## config.mk

```make
export PLATFORM = sky130hd
export DESIGN_NAME = idex_reg
export DESIGN_NICKNAME = d
export VERILOG_FILES = /design/src/rtl/idex_reg.sv
export SDC_FILE = /design/constraint.sdc
export NUM_CORES = 1
export LEC_CHECK = 0
export CORE_MARGIN = 5
export CORE_UTILIZATION = 40
export DETAILED_ROUTE_END_ITERATION = 8
export DONT_BUFFER_PORTS = 1
export PLACE_DENSITY_LB_ADDON = 0.12
export SLEW_MARGIN = 20
export SYNTH_ARGS = -nofsm -noshare
export SYNTH_HDL_FRONTEND = slang
export SYNTH_SLANG_ARGS = --single-unit
```

## constraint.sdc

```tcl
create_clock -name CLK -period 4.85 [get_ports CLK]
set_input_delay 0.7275 -clock CLK [delete_from_list [all_inputs] [get_ports CLK]]
set_output_delay 0.7275 -clock CLK [all_outputs]
set_load 0.005 [all_outputs]
```

## src/rtl/idex_reg.sv

```systemverilog
// ID/EX pipeline register: registers decode fields for execute, inserts bubbles on
// flush or load-use hazard, and keeps a saturating count of hazard bubbles.
module idex_reg #(
    parameter int CNT_W = 32
) (
    input  logic             CLK,
    input  logic             nRST,
    input  logic             advance,
    input  logic             flush,
    input  logic [31:0]      pcplus4_in,
    input  logic [31:0]      rdat1_in,
    input  logic [31:0]      rdat2_in,
    input  logic [31:0]      immext_in,
    input  logic [4:0]       rs_in,
    input  logic [4:0]       rt_in,
    input  logic [4:0]       rd_in,
    input  logic             uses_rt_in,
    input  logic [3:0]       AluOp_in,
    input  logic             MemToReg_in,
    input  logic             AluSrc_in,
    input  logic             JType_in,
    input  logic             RegDst_in,
    input  logic             regWEN_in,
    input  logic             PcSrc_in,
    input  logic             JReg_in,
    input  logic             Halt_in,
    input  logic             dMemWEN_in,
    input  logic             dMemREN_in,
    output logic [31:0]      pcplus4_out,
    output logic [31:0]      rdat1_out,
    output logic [31:0]      rdat2_out,
    output logic [31:0]      immext_out,
    output logic [4:0]       rs_out,
    output logic [4:0]       rt_out,
    output logic [4:0]       rd_out,
    output logic [3:0]       AluOp_out,
    output logic             MemToReg_out,
    output logic             AluSrc_out,
    output logic             JType_out,
    output logic             RegDst_out,
    output logic             regWEN_out,
    output logic             PcSrc_out,
    output logic             JReg_out,
    output logic             Halt_out,
    output logic             dMemWEN_out,
    output logic             dMemREN_out,
    output logic             valid_out,
    output logic             load_use_stall,
    output logic [CNT_W-1:0] bubble_cnt
);

    localparam int PW = 157;

    logic [PW-1:0]    payload_in_s;
    logic [PW-1:0]    payload_d;
    logic [PW-1:0]    payload_q;
    logic             valid_d;
    logic             valid_q;
    logic [CNT_W-1:0] cnt_d;
    logic [CNT_W-1:0] cnt_q;
    logic             rt_match_s;
    logic             stall_s;

    // The all-zero payload is the bubble, so flush and hazard simply load zeros.
    assign payload_in_s = {pcplus4_in, rdat1_in, rdat2_in, immext_in,
                           rs_in, rt_in, rd_in, AluOp_in,
                           MemToReg_in, AluSrc_in, JType_in, RegDst_in, regWEN_in,
                           PcSrc_in, JReg_in, Halt_in, dMemWEN_in, dMemREN_in};

    assign {pcplus4_out, rdat1_out, rdat2_out, immext_out,
            rs_out, rt_out, rd_out, AluOp_out,
            MemToReg_out, AluSrc_out, JType_out, RegDst_out, regWEN_out,
            PcSrc_out, JReg_out, Halt_out, dMemWEN_out, dMemREN_out} = payload_q;

    assign valid_out      = valid_q;
    assign bubble_cnt     = cnt_q;
    assign load_use_stall = stall_s;

    // Load-use hazard detection against the load currently held in EX.
    always_comb begin
        rt_match_s = (rt_out == rs_in) | (uses_rt_in & (rt_out == rt_in));
        stall_s    = valid_q & dMemREN_out & regWEN_out & (rt_out != 5'd0)
                     & rt_match_s & ~flush;
    end

    // Next-state selection: flush, hazard bubble, advance, or hold.
    always_comb begin
        payload_d = payload_q;
        valid_d   = valid_q;
        cnt_d     = cnt_q;
        if (flush) begin
            payload_d = '0;
            valid_d   = 1'b0;
        end else if (advance && stall_s) begin
            payload_d = '0;
            valid_d   = 1'b0;
            if (cnt_q != {CNT_W{1'b1}}) begin
                cnt_d = cnt_q + {{(CNT_W-1){1'b0}}, 1'b1};
            end else begin
                cnt_d = cnt_q;
            end
        end else if (advance) begin
            payload_d = payload_in_s;
            valid_d   = 1'b1;
        end else begin
            payload_d = payload_q;
            valid_d   = valid_q;
        end
    end

    // State registers with asynchronous active-low reset to the bubble value.
    always_ff @(posedge CLK or negedge nRST) begin
        if (!nRST) begin
            payload_q <= '0;
            valid_q   <= 1'b0;
            cnt_q     <= '0;
        end else begin
            payload_q <= payload_d;
            valid_q   <= valid_d;
            cnt_q     <= cnt_d;
        end
    end

endmodule
```

==> results of run 1 <==
[worst max path at each step]
stage | from | cells past startpoint | end | slack, ns
finish | payload_q[22] | 4 | load_use_stall | 2.20
global route | payload_q[22] | 4 | load_use_stall | 2.03
CTS | payload_q[22] | 4 | load_use_stall | 2.14
detailed placement | rt_in[2] | 7 | payload_q[103] | 2.31
global placement | payload_q[19] | 6 | payload_q[46] | 2.34
floorplan | rt_in[3] | 6 | bubble_cnt[1] | 2.60
[routing by layer]
metal  GRT usage [%]  up-vias  routed length (um)  part of all wire [%]
li1                -     1925                   -                     -
met1           20.75     2219                7182                    38
met2           27.90      229                9533                    50
met3           6.680       18                1904                    10
met4           5.302        0                 333                   1.8
met5               0        -                   0                     0
[cell families (layout without fill, tap and decap cells)]
logic type               after synthesis  in the layout  share of synthesized area (%)
AO/OA/AOI/OAI                        160            160                          19.32
multiplexers                           1              1                         0.1558
adder cells (fa/ha/maj)                1              1                         0.1731
XOR/XNOR                              41             41                          4.970
buffers and inverters                 42             39                          3.082
AND/OR/NAND/NOR                       82             82                          6.494
flip-flops                           190            190                          65.80
[registers in the layout, summed over array words and instances, names as in the netlist]
signal,count
bubble_cnt,32
payload_q,157
valid_out,1
[power groups by stage]
stage	combinational, mW	clock [mW]	sequential (mW)
floorplan	0.113	0	1.73
global placement	0.121	0	1.77
detailed placement	0.128	0	1.76
CTS	0.127	1.38	1.73
global route	0.138	1.44	1.74
finish	0.126	1.34	1.73
[layout make-up]
type,instances,area (um^2),area share [%]
multi-input combinational,285,2276,28.59
timing repair buffer,3,47.55,0.5973
clock buffer,17,425.4,5.344
inverter,4,15.01,0.1886
tap,229,286.5,3.600
clock inverter,15,155.1,1.949
sequential,190,4755,59.73
[critical path: stages (launching register included)]
cell     delay, ns
dfrtp_1       0.49
xor2_1        0.20
nor4_1        0.29
a32oi_1       0.20
nor2_1        0.32
[synthesized netlist by cell type, types with 2 or more instances]
cell type  number
buf_4          16
nor3_1          5
clkbuf_1       18
nand3_1        14
xor2_1         12
buf_2           4
nor2_1         11
nand2_1        12
and4_1          5
dfrtp_1       190
nand4_1        17
and3_1          6
xnor2_1        29
inv_1           4
a22o_1        157
nor4_1          3
and2_1          2
==> metrics.md, run 1 <==
| Metric | Value |
|---|---|
| Design Area, Final | ~0.0080 mm^2 |
| Seq pwr share | roughly 54% |
| Outcome | complete, but fails checks |
| Placed Area | roughly 0.0074 mm^2 |
| Syn nets | 680 |
| CP endpoint kind | output pin |
| Min cycle time layout | roughly 2.6 ns |
| Distinct cell type count after synthesis | 29 |
| Kind of critical path | reg -> out |
| Yosys reg bits | 190 |
| Later-pin clock latency in the skew report | around 0.42 ns |
| Failing checks | hold timing |
| Root buffer cell | clkbuf_16 |
| Total of max-cap violations | 0 |
| Final setup margin | 2.202 ns |
| Clock Skew | 0.006809 ns |
| Reg2reg setup slack | between 2 and 2.5 ns |
| Buffers on Ports | 0 |
| DP HPWL | ~13,000 um |
| Share of layout cells above drive strength 1 | approximately 7.6% |
| CTS buffer count | 17 |
| Design Power | between 3 and 4 mW |
| Routed WL | about 19,000 um |
| Hold_ws | -0.007433 ns |
| Grt ovf | 0 |
| WL/cell | 25.51 um |
| Worst reg2reg path endpoint | payload_q[90] |
| Post-synth top area share | between 60% and 70% |
| Switch Pwr | just under 0.8 mW |
| # resized after CTS | 0 |
| Core ar. | around 0.018 mm^2 |
| Syn Inst Count | roughly 520 |
| Synth Flop Type | dfrtp_1 |
| Async SR Flop Fraction | between 90% and 100% |
| Initial antenna violation count | 0 |
| Placed Instances | roughly 710 |
| TritonCTS clock tree | done |
| Starting Density | around 40% |
| Post-Syn Area | around 0.0072 mm^2 |
| Clk slew on worst S/H paths | ~0.070 ns |
| Final Slew Violations | 0 |
| Worst path arrival time | approximately 1.9 ns |
| First-pass GRT wire length | 27,070 um |
| ANT cells | 0 |
| GPL Wtd Cong | 0.7898 |
| Hold Vio Cnt, Final | 6 |
| Hold Crit Class | in -> async |
| Pwr dens | 402.0 mW/mm^2 |
| Most frequent cells in the layout | 190 x dfrtp_1, 157 x a22o_1, 29 x xnor2_1 |
| Comb power frac | 3.9% |
| Die area | 0.02085 mm^2 |
| Via-to-Cell Ratio | 5.910 |
| Top-Level Pins | ~350 |
| Clock sink total | between 150 and 200 |
| Sw Ratio | roughly a quarter |
| Die H | ~140 um |
| Total Nets Final | roughly 660 |
| Clock network power share | a little over two fifths |
| Unrepaired setup endpoints after global routing | false |
| Worst VDD drop | approximately 0.22 mV |
| Largest net degree at the start of global routing | 191 |
| Depth of the most critical reg-to-reg path | 6 |
| Maximum clock rate | approximately 380 MHz |
| CP max FO | 5 |
| Clk buf depth | 2 |
| Int Pwr | 2.405 mW |
| Least-Margin Pin Slew | ~1.1 ns |
| Tot GR Track Use | between 10% and 20% |
| Critical Path RT | 4.12 ns |
| Vias in the first global route | between 4,000 and 5,000 |
| Final Core Density | 44.46% |
| P_leak | about 3.7 nW |
| Site Rows | between 40 and 50 |
| Non-Filler Instances | 743 |
| Synth area leaders | dfrtp_1 66%, a22o_1 19%, xnor2_1 3.5% |
| Startpoint Class | register |
| Post-CTS Setup Bufs | 0 |
| Htree depth | 4 |
| Slew HR | between 20% and 30% |
| Setup tns final | 0 ns |
| Setup WS pre-CTS | approximately 2.3 ns |
| Fill count | 1,588 |
| Syn Area/Cell | 13.98 um^2 |
| Tcrit/Tclk final | between 50% and 60% |
| Via count | between 4,000 and 5,000 |
| First-iteration detailed-routing DRC count | around 250 |
| Cell accounting for the most synthesized area | dfrtp_1 |
| Most common cell after layout, fill and taps aside | dfrtp_1 |
| Synth warn | 0 |
| Area Growth Syn to Fin | 10.16% |
| Die W | approximately 140 um |
| Sequential fraction of the synthesis area | 65.80% |
| Final setup fails | 0 |
| Number of flops mapped to enable cells by yosys | 0 |
| DR pass1 iterations | 4 |
| Residual DRC count | 0 |
| RR Startpoint | payload_q[19] |
| ANT nets after route | 0 |
(Power assumes the default switching activity.)
==> run 2, diff against run 1 <==
- clock period: 4.85 -> 2.16 ns (I/O delays scaled with it)
==> metrics.md, run 2 (same netlist as run 1, synthesis figures left out) <==
| Metric | Value |
|---|---|
| Failing checks | hold timing |
| Delay-heaviest family, CP | simple AND/OR/NAND/NOR gates |
| Later-pin clock latency in the skew report | 0.43 ns (about the same) |
| ANT cells | 0 (unchanged) |
| Buffers on Ports | 0 (unchanged) |
| Placed Instances | 751 (+5.6%) |
| Site Rows | 49 (unchanged) |
| Initial antenna violation count | 0 (unchanged) |
| Top-Level Pins | 353 (unchanged) |
| Most frequent CP cell | buf_4 |
| DR pass1 iterations | 4 (unchanged) |
| Depth of the most critical reg-to-reg path | 9 (+3) |
| Tot GR Track Use | 17.64% (+0.64 points) |
| CP endpoint kind | register |
| First-iteration detailed-routing DRC count | 177 (-28%) |
| Clk slew on worst S/H paths | 0.07 ns (about the same) |
| CTS buffer count | 17 (unchanged) |
| Most frequent cells in the layout | 190 x dfrtp_1, 157 x a22o_1, 40 x buf_4 |
| Die H | 144.4 um (unchanged) |
| Final Slew Violations | 0 (unchanged) |
| Register bank with the most flops | payload_q |
| Hold Crit Class | in -> async |
| First-pass GRT wire length | 28,090 um (+3.8%) |
| Starting Density | 40.36% (unchanged) |
| Vias in the first global route | 4,886 (+8.7%) |
| Sw Ratio | 24.85% (about the same) |
| Final setup fails | 0 (unchanged) |
| WL met1 | 7361 um (+2.5%) |
| Routed WL | 20,090 um (+6.0%) |
| Design Power | 7.267 mW (+130%) |
| Min cycle time layout | around 2.1 ns |
| Clock Skew | 0.01378 ns (+0.006968 ns) |
| Via count | 4,715 (+7.4%) |
| P_leak | 4.056 nW (+8.8%) |
| Share of layout cells above drive strength 1 | 16.55% (+9.0 points) |
| Die W | 144.4 um (unchanged) |
| Clk buf depth | 2 (unchanged) |
| Int Pwr | 5.461 mW (+130%) |
| Most common cell after layout, fill and taps aside | dfrtp_1 |
| Max Used Layer | met4 |
| RR Startpoint | payload_q[19] |
| Clock network power share | 41.6% (-0.3 points) |
| Maximum clock rate | between 400 and 500 MHz |
| Die area | 0.02085 mm^2 (unchanged) |
| Total Nets Final | 718 (+8.1%) |
| Tcrit/Tclk final | 99.14% |
| Crit-path cells | or4_4 > o21ai_2 > buf_4 > buf_4 > nor4_4 > buf_6 > buf_12 > and4bb_1 > xor2_1 |
| Seq pwr share | 53.4% (-0.7 points) |
| Startpoint Class | register |
| Fill count | 1,571 (-1.1%) |
| Slowest-stage cell, CP | or4_4 |
| Hold_ws | -0.4012 ns (-0.3938 ns) |
| TritonCTS clock tree | done |
| DP HPWL | 14,110 um (+7.0%) |
| Clock sink total | 190 (unchanged) |
| Total of max-cap violations | 0 (unchanged) |
| Met2 Wirelength | 10,090 um (+5.8%) |
| GPL Wtd Cong | 0.7799 (-1.3%) |
| Grt ovf | 0 (unchanged) |
| Slew HR | 64.11% (+36 points) |
| Pwr dens | 849.2 mW/mm^2 (+110%) |
| WL/cell | 25.21 um (-1.2%) |
| Final Core Density | 47.80% (+3.3 points) |
| Largest net degree at the start of global routing | 191 (unchanged) |
| Critical Path RT | 2.47 ns (-1.65 ns) |
| CP bufs+invs | 4 (+4) |
| Core ar. | 0.01790 mm^2 (unchanged) |
| Max incr delay on CP | 0.57 ns (+0.08 ns) |
| Hold_buf cts | 5 |
| ANT nets after route | 0 (unchanged) |
| Worst path arrival time | 2.45 ns (+0.53 ns) |
| Least-Margin Pin Slew | 0.5384 ns (-0.5388 ns) |
| Hold Vio Cnt, Final | 190 (+184) |
| Worst reg2reg path endpoint | bubble_cnt[16] |
| Comb power frac | 4.9% (+1.0 points) |
| Via-to-Cell Ratio | 5.916 (+0.10%) |
| Outcome | complete, but fails checks |
| Max reg flops | 157 (unchanged) |
| Htree depth | 4 (unchanged) |
| Residual DRC count | 0 (unchanged) |
| Switch Pwr | 1.806 mW (+130%) |
| Unrepaired setup endpoints after global routing | true |
| Area Growth Syn to Fin | 18.42% |
| Non-Filler Instances | 797 (+7.3%) |
| Root buffer cell | clkbuf_16 |
| Reg2reg setup slack | 0.02 ns (-2.19 ns) |
| Kind of critical path | reg -> reg |
| CP max FO | 8 (+3) |
| Routed wl met3 | 1996 um (+4.8%) |
| Worst VDD drop | 0.5072 mV (+130%) |
-- run 2: cell types whose count changed in the layout (fill, tap and decap cells not counted), sizes merged --
cell and change:
clkbuf +4, clkinv -4, buf +46, dlygate4sd3 +5
inv +3
-- run 2: power by group through the flow --
stage	sequential [mW]	clock [mW]	combinational (mW)
2_1_floorplan	3.89	0	0.253
3_3_place_gp	3.96	0	0.313
3_5_place_dp	3.95	0	0.331
4_1_cts	3.89	3.11	0.342
5_1_grt	3.90	3.25	0.390
6_report	3.88	3.02	0.359
-- run 2: how the worst max path moves through the flow --
stage	startpoint	to	slack, ns	cells past startpoint
final	payload_q[19]	bubble_cnt[16]	0.02	9
after global routing	payload_q[21]	load_use_stall	-0.08	5
after CTS	payload_q[22]	load_use_stall	0.01	5
after detailed placement	payload_q[19]	payload_q[143]	0.08	9
after global placement	payload_q[19]	payload_q[21]	0.11	7
after floorplan	bubble_cnt[13]	bubble_cnt[1]	0.11	7
-- run 2: cell type report --
type	count	area (um^2)	area share (%)
Multi-Input combinational cell	285	2310	26.99
Clock inverter	14	143.9	1.682
Inverter	4	15.01	0.1755
Sequential cell	190	4755	55.56
Tap cell	229	286.5	3.348
Timing Repair Buffer	57	618.1	7.223
Clock buffer	18	429.2	5.015
-- run 2: stage by stage --
| step | cell area (um^2) | TNS [ns] | setup WS (ns) |
|---|---|---|---|
| after floorplan | 7226 | 0 | 0.1138 |
| after global placement | 7737 | 0 | 0.1125 |
| after detailed placement | 7737 | 0 | 0.08034 |
| after CTS | 8397 | 0 | 0.01107 |
| after global routing | 8557 | -5.397 | -0.08458 |
| final | 8557 | 0 | 0.01850 |
-- run 2: timing repair --
item                                   CTS  global route
setup buffers                            2             4
gates resized for setup                  4            10
endpoints found under the hold margin  195           190
gates cloned                             0             3
setup endpoints to repair                1           166
pin swaps                                4             4
-- run 2: metal layers --
layer  vias to the layer above  GRT usage (%)
li1                       2031              -
met1                      2376          20.12
met2                       264          29.48
met3                        44          6.812
met4                         0          7.855
met5                         -              0
